## src/rtl/counter_modn_updown_multi.sv

```systemverilog
// Multi-digit modulo-N up/down counter.
// DIGITS cascaded digits, each counting modulo MODULUS. Supports synchronous
// load with per-digit clamping, wrap or saturate at the ends, a combinational
// terminal-count flag and registered carry/load-error pulses.
module counter_modn_updown_multi #(
  parameter int MODULUS = 10,
  parameter int DIGITS  = 2,
  localparam int DW     = $clog2(MODULUS)
) (
  input  logic                 CLK,
  input  logic                 RESET_0,
  input  logic                 COUNTER_ACTIVE,
  input  logic                 UP_DOWN,
  input  logic                 LOAD,
  input  logic                 SATURATE,
  input  logic [DIGITS*DW-1:0] DATA_IN,
  output logic [DIGITS*DW-1:0] DATA_OUT,
  output logic                 TERMINAL_COUNT,
  output logic                 CARRY_OUT,
  output logic                 LOAD_ERROR
);

  // Largest legal digit value; arithmetic compares against it explicitly so
  // non-power-of-two bases never produce unused codes.
  localparam logic [DW-1:0] MAX_DIGIT = DW'(MODULUS - 1);

  logic [DIGITS*DW-1:0] count_q, count_d;
  logic                 carry_q, carry_d;
  logic                 load_error_q, load_error_d;
  logic                 all_max, all_zero;

  // Next-state computation: load (with clamp) beats counting, which beats hold.
  always_comb begin : next_state
    logic          chain;
    logic [DW-1:0] digit;
    // NOTE: every variable gets a default before any branch so no path leaves
    // it unassigned; otherwise synthesis infers a latch.
    count_d      = count_q;
    carry_d      = 1'b0;
    load_error_d = 1'b0;
    chain        = 1'b1;
    digit        = '0;

    if (LOAD) begin
      for (int i = 0; i < DIGITS; i++) begin
        digit = DATA_IN[i*DW +: DW];
        if (int'(digit) > MODULUS - 1) begin
          digit        = MAX_DIGIT;
          load_error_d = 1'b1;
        end
        count_d[i*DW +: DW] = digit;
      end
    end else if (COUNTER_ACTIVE) begin
      // Ripple carry/borrow through all digits within one cycle; chain stays
      // high while every lower digit rolled over.
      for (int i = 0; i < DIGITS; i++) begin
        digit = count_q[i*DW +: DW];
        if (chain) begin
          if (UP_DOWN) begin
            if (digit == MAX_DIGIT) begin
              digit = '0;
            end else begin
              digit = digit + DW'(1);
              chain = 1'b0;
            end
          end else begin
            if (digit == '0) begin
              digit = MAX_DIGIT;
            end else begin
              digit = digit - DW'(1);
              chain = 1'b0;
            end
          end
        end
        count_d[i*DW +: DW] = digit;
      end
      // chain still high means the whole counter rolled over.
      if (chain) begin
        if (SATURATE) begin
          count_d = count_q;
        end else begin
          carry_d = 1'b1;
        end
      end
    end
  end

  // Terminal-count detection from the current state.
  always_comb begin : terminal_detect
    all_max  = 1'b1;
    all_zero = 1'b1;
    for (int i = 0; i < DIGITS; i++) begin
      if (count_q[i*DW +: DW] != MAX_DIGIT) all_max  = 1'b0;
      if (count_q[i*DW +: DW] != '0)        all_zero = 1'b0;
    end
  end

  assign TERMINAL_COUNT = UP_DOWN ? all_max : all_zero;

  // State and pulse registers; reset clears everything immediately.
  always_ff @(posedge CLK or negedge RESET_0) begin
    if (!RESET_0) begin
      count_q      <= '0;
      carry_q      <= 1'b0;
      load_error_q <= 1'b0;
    end else begin
      // NOTE: non-blocking assignments so all registers update from the same
      // pre-edge values, avoiding ordering-dependent simulation results.
      count_q      <= count_d;
      carry_q      <= carry_d;
      load_error_q <= load_error_d;
    end
  end

  assign DATA_OUT   = count_q;
  assign CARRY_OUT  = carry_q;
  assign LOAD_ERROR = load_error_q;

endmodule
```

## config.mk

```make
export PLATFORM = sky130hd
export DESIGN_NAME = counter_modn_updown_multi
export DESIGN_NICKNAME = d
export VERILOG_FILES = /design/src/rtl/counter_modn_updown_multi.sv
export SDC_FILE = /design/constraint.sdc
export NUM_CORES = 1
export LEC_CHECK = 0
export ABC_AREA = 1
export BUFFER_PORTS_ARGS = -buffer_cell sky130_fd_sc_hd__buf_2
export CAP_MARGIN = 20
export CELL_PAD_IN_SITES_DETAIL_PLACEMENT = 2
export CELL_PAD_IN_SITES_GLOBAL_PLACEMENT = 2
export CORE_AREA = 4 4 68 70
export DETAILED_ROUTE_END_ITERATION = 7
export DIE_AREA = 0 0 72 74
export PLACE_DENSITY = 0.71
export REMOVE_ABC_BUFFERS = 1
export SLEW_MARGIN = 20
export SYNTH_ARGS = -nofsm -noshare
export SYNTH_HDL_FRONTEND = slang
export SYNTH_SLANG_ARGS = --single-unit
```

## constraint.sdc

```tcl
create_clock -name CLK -period 1.4 [get_ports CLK]
set_clock_uncertainty 0.1 [all_clocks]
set_input_delay 0.35 -clock CLK [delete_from_list [all_inputs] [get_ports CLK]]
set_output_delay 0.35 -clock CLK [all_outputs]
set_load 0.01 [all_outputs]
```

After elaboration in Yosys (flattened, before gate mapping)
Cells that the tools add are included.

Register bits after elaboration: 10. Bits of input ports: 14. Output and inout port bits: 11. Logic and storage cells: 56.

Add/subtract/negate cells: 4. Magnitude comparators: 2. Equality and inequality tests: 5. Multiplexer cells: 36. Reduce and logical (&&, ||, !) cells: 6.

Operators by type and width (count): 2-to-1 mux 4 bit (9); 2-to-1 mux 8 bit (4); 2-to-1 mux 1 bit (23); adder 4 x 1 -> 4 bit (second input constant) (2); equality test 4 bit (second input constant) (2); > comparator 4 bit (second input constant) (2); zero test 4 bit (2); inequality test 4 bit (second input constant) (2); nonzero test 4 bit (2); subtractor 4 x 1 -> 4 bit (second input constant) (2); inequality test 3 bit (second input constant) (1); AND reduction 2 bit (1); nonzero test 2 bit (1).

Depth between registers and ports, before layout
Depth in word-level cells: 11. Gate-level depth with buffers: 11. Depth with buffers taken out: 11.

Worst setup path before layout
Ideal clock, no wire load.

Path kind: flip-flop to flip-flop. From: register count_q[4], in the netlist DATA_OUT[4]. To: register count_q[1], in the netlist DATA_OUT[1]. Setup time: 0.118 ns. Arrival: 1.297 ns. Required time: 1.182 ns. Path slack: -0.115 ns. Cell stages (with the launch flop): 12. Path buffers: 1. Period minus slack after synthesis: 1.515 ns. Cell sequence: dfrtp_1 > buf_4 > nor2_4 > nand2_2 > nor2_2 > nand2_1 > nand2_2 > nand2_4 > nand2_4 > inv_4 > nand2_1 > o21ai_2.

Longest elaborated chain between the ends: 9. Elaborated cells between the ends (all ways): 13. Those cells by class: eq/ne: 2; mux: 9; reduce/logical: 2.

Ends and longest elaborated chain: start: declaration (line 27) `logic [DIGITS*DW-1:0] count_q, count_d;`; start signal: assignment (line 109) `count_q <= count_d;`; equality test 4 bit or zero test 4 bit (tied branches) (line 60, 67); 2-to-1 mux 1 bit, on equally long branches (line 60, 67); 2-to-1 mux 1 bit * (line 59) `if (UP_DOWN) begin`; 2-to-1 mux 1 bit * (line 58) `if (chain) begin`; 2-to-1 mux 1 bit * (line 53) `end else if (COUNTER_ACTIVE) begin`; 2-to-1 mux 1 bit * (line 44) `if (LOAD) begin`; 2-to-1 mux 8 bit (line 78) `if (chain) begin`; 2-to-1 mux 8 bit (line 53); 2-to-1 mux 8 bit (line 44).

Every way passes the cells marked *; elsewhere a longest branch is shown, timed or not. The select of a mux whose other input is x is not followed. A chain may end at the register's enable or synchronous reset.

Final worst setup path
From: register count_q[0], in the netlist DATA_OUT[0]. To: output TERMINAL_COUNT.

Longest elaborated chain between the ends: 4. Elaborated cells between the ends (all ways): 7. Those cells by class: eq/ne: 1; mux: 5; reduce/logical: 1.

Ends and longest elaborated chain: inequality test 4 bit or nonzero test 4 bit (tied branches) (line 93, 94); 2-to-1 mux 1 bit, on equally long branches (2 in series) (line 93, 94); 2-to-1 mux 1 bit * (line 98) `assign TERMINAL_COUNT = UP_DOWN ? all_max : all_zero;`; end: declaration (line 18) `output logic TERMINAL_COUNT,`.

Every way passes the cells marked *; elsewhere a longest branch is shown, timed or not.

==> flow_summary_export.csv <==
group,metric,value,unit
logic_synthesis,synth_top_area_cell,"dfrtp_1",
pwr,worst_ir_drop_vdd,503,µV
clocking,clockBufferDepth,2,
logic_synthesis,avgSynthCellArea,6.23,µm²
layout,syn2layout_area_growth,83.6,%
pwr,p_per_area,1250,nW/µm²
worst_setup_path,cp_num_buf_inv,2,
grt,antenna_found_initial,0,
timing,maxSlewHeadroom,77.3,%
grt,met2_usage,34.0,%
worst_setup_path,critPathRequiredTime,0.95,ns
logic_synthesis,syn_inst,142,
timing,hold_viol,0,
layout,ff_latch_area,259,µm²
logic_synthesis,synth_top_area_share,28.3,%
status,violations,"setup timing",
floorplan,die_height,74,µm
floorplan,initial_utilization,22.3,%
flow_run,cap_violations,0,
placed_design,place_inst,238,
logic_synthesis,synth_async_sr_flop_share,100,%
placed_design,place_ws,-0.159,ns
worst_setup_path,cp_data_arrival_time,1.36,ns
grt,grt.met1_usage,21.6,%
floorplan,die_w,72,µm
grt,gr-total-overflow,0,
layout,fin_util,40.9,%
clocking,numCtsBuffers,3,
worst_setup_path,worst_setup_path_end_kind,"output pin",
worst_setup_path,critPathMaxFanout,4,
layout,layoutNonFillerInstCount,265,
logic_synthesis,synth-edff-count,0,
pwr,leakage,0.000855,µW
timing,drv_slew,0,
grt,grt.busiest_layer,"met2",
worst_setup_path,cp_common_cell,"nor2_4",
timing,worstMarginPinSlew,0.337,ns
grt,use_met3,1.76,%
grt,grt_use_total,18.2,%
worst_setup_path,critPathTopFamily,"simple AND/OR/NAND/NOR gates",
worst_setup_path,worstSetupPathType,"register to output pin",
placed_design,port_buffers,24,
grt,grt_pass1_vias,1397,
timing,rsz0062_at_grt,"true",
clocking,cts_root_buf,"clkbuf_8",
logic_synthesis,ys_top_cells_by_count,"47 x nand2_1, 14 x inv_1, 13 x nand3_1",
routing,drc,0,
floorplan,core_area,3970,µm²
timing,final.setup.worst_slack,-0.408,ns
worst_setup_path,critPathLaunchType,"register",
clocking,h-tree-depth,1,
logic_synthesis,synth_cell_types,24,
layout,num_antenna_cells,0,
timing,whs,0.368,ns
timing,setup_viol,16,
timing,max_freq,0.553,GHz
routing,routedWlPerCell,23.0,µm
routing,finalWirelength,6110,µm
clocking,cts_tree,"done",
timing,period_minus_slack,1.81,ns
status,status,"finished with violations",
worst_setup_path,cpPeakStageDelay,0.45,ns
clocking,cts.sink_count,10,
logic_synthesis,ys_top_cells_by_area,"dfrtp_1 28%, nand2_1 20%, nand3_1 7.4%, inv_1 5.9%, o21ai_0 5.1%",
logic_synthesis,synth-seq-cells,10,
timing,fin_crit_sh,129,%
placed_design,hpwl,2920,µm
clocking,clk-insertion-delay-late,0.26,ns
routing,viasPerCell,5.10,
min_path,hold_path.class,"primary input to register",
routing,drtIter0Drc,64,
logic_synthesis,seq_area_frac_synth,28.3,%
timing,tns,-4.04,ns
logic_synthesis,ys.flop_type,"dfrtp_1",
layout,multi_input_area,626,µm²
worst_setup_path,crit_chain,"nor2_4 > inv_2 > nor2_4 > nand2_2 > nand2_4 > buf_6",
worst_setup_path,cp_slowest_cell,"dfrtp_2",
logic_synthesis,yosys_warnings,0,
clocking,path_clk_slew,0.05,ns
logic_synthesis,netlist_area,885,µm²
routing,dr.pass1.iters,4,
grt,grt_max_degree,11,
layout,fillers,459,
grt,grt_pass1_wl,7380,µm
layout,layout.nets,231,
logic_synthesis,yosysMostFrequentCell,"nand2_1",
floorplan,die_area,5330,µm²
layout,drive_gt1_share,57.7,%
routing,ant_nets,0,
floorplan,num_io_pins,25,
floorplan,rows,23,
placed_design,gp_congestion,0.781,
routing,vias,1352,
## per-stage QoR
step / total power (µW) / cell area, µm²
4_1_cts: 1590 / 1400
2_1_floorplan: 783 / 862
6_report: 2030 / 1620
5_1_grt: 2110 / 1620
3_3_place_gp: 1130 / 1240
3_5_place_dp: 1170 / 1240
## flip-flops by register name (all words and copies together), names as in the netlist
name and count:
DATA_OUT 8, LOAD_ERROR 1, CARRY_OUT 1
## worst paths after layout
check | slack [ns] | endpoint | cells past startpoint | startpoint
max | -0.41 | TERMINAL_COUNT | 6 | DATA_OUT[0]$_DFFE_PN0P_
min | 0.37 | CARRY_OUT$_DFF_PN0_ | 3 | COUNTER_ACTIVE
max reg2reg | -0.41 | DATA_OUT[2]$_DFFE_PN0P_ | 12 | DATA_OUT[0]$_DFFE_PN0P_
min reg2reg | 0.64 | DATA_OUT[2]$_DFFE_PN0P_ | 3 | DATA_OUT[2]$_DFFE_PN0P_
max in group asynchronous | 0.53 | DATA_OUT[0]$_DFFE_PN0P_ | 2 | RESET_0
min in group asynchronous | 0.43 | LOAD_ERROR$_DFF_PN0_ | 2 | RESET_0
## tightest hold or removal path, stage by stage
cell     delay (ns)
buf_2          0.11
nand3_1        0.14
a21oi_2        0.07
## routing by layer
layer  up-vias  routed length (µm)
met4         0                 135
met5         -                   0
li1        602                   -
met2        53                3320
met1       683                2440
met3        14                 210
## repair_timing
action / 4_1_cts / 5_1_grt
hold buffers: 1 / 0
endpoints found under the setup margin: 14 / 17
resized for setup: 13 / 41
pin swaps: 7 / 6
hold endpoints to repair: 10 / 0
buffers inserted: 11 / 17
## cell families after synthesis
kind of cell / synth area share, %
compound gates: 16.4
buf+inv: 10.5
flops: 28.3
simple gates: 44.8
## cells in the final DEF (no fill, tap or decap), drive strengths merged
cell and n:
nand3 15, nand2 52, nor2 15, buf 73, inv 18, nand4 1
dlygate4sd3 1, or2 1, o21ai 16, o211ai 1, o21bai 1, clkbuf 3
a22oi 1, dfrtp 10, a21oi 7
## power breakdown
part	internal, µW	total, µW	switching, µW
combinational	566	1240	669
clock	191	348	157
sequential	348	447	98.7
## layout make-up
cell class | count | share of cell area [%]
multi-input cells | 110 | 38.5
inverters | 18 | 4.31
repair buffers | 74 | 34.8
flip-flops and latches | 10 | 15.9
well taps | 50 | 3.85
clock buffers | 3 | 2.54
Note: power is estimated with default switching activity, not from simulation.
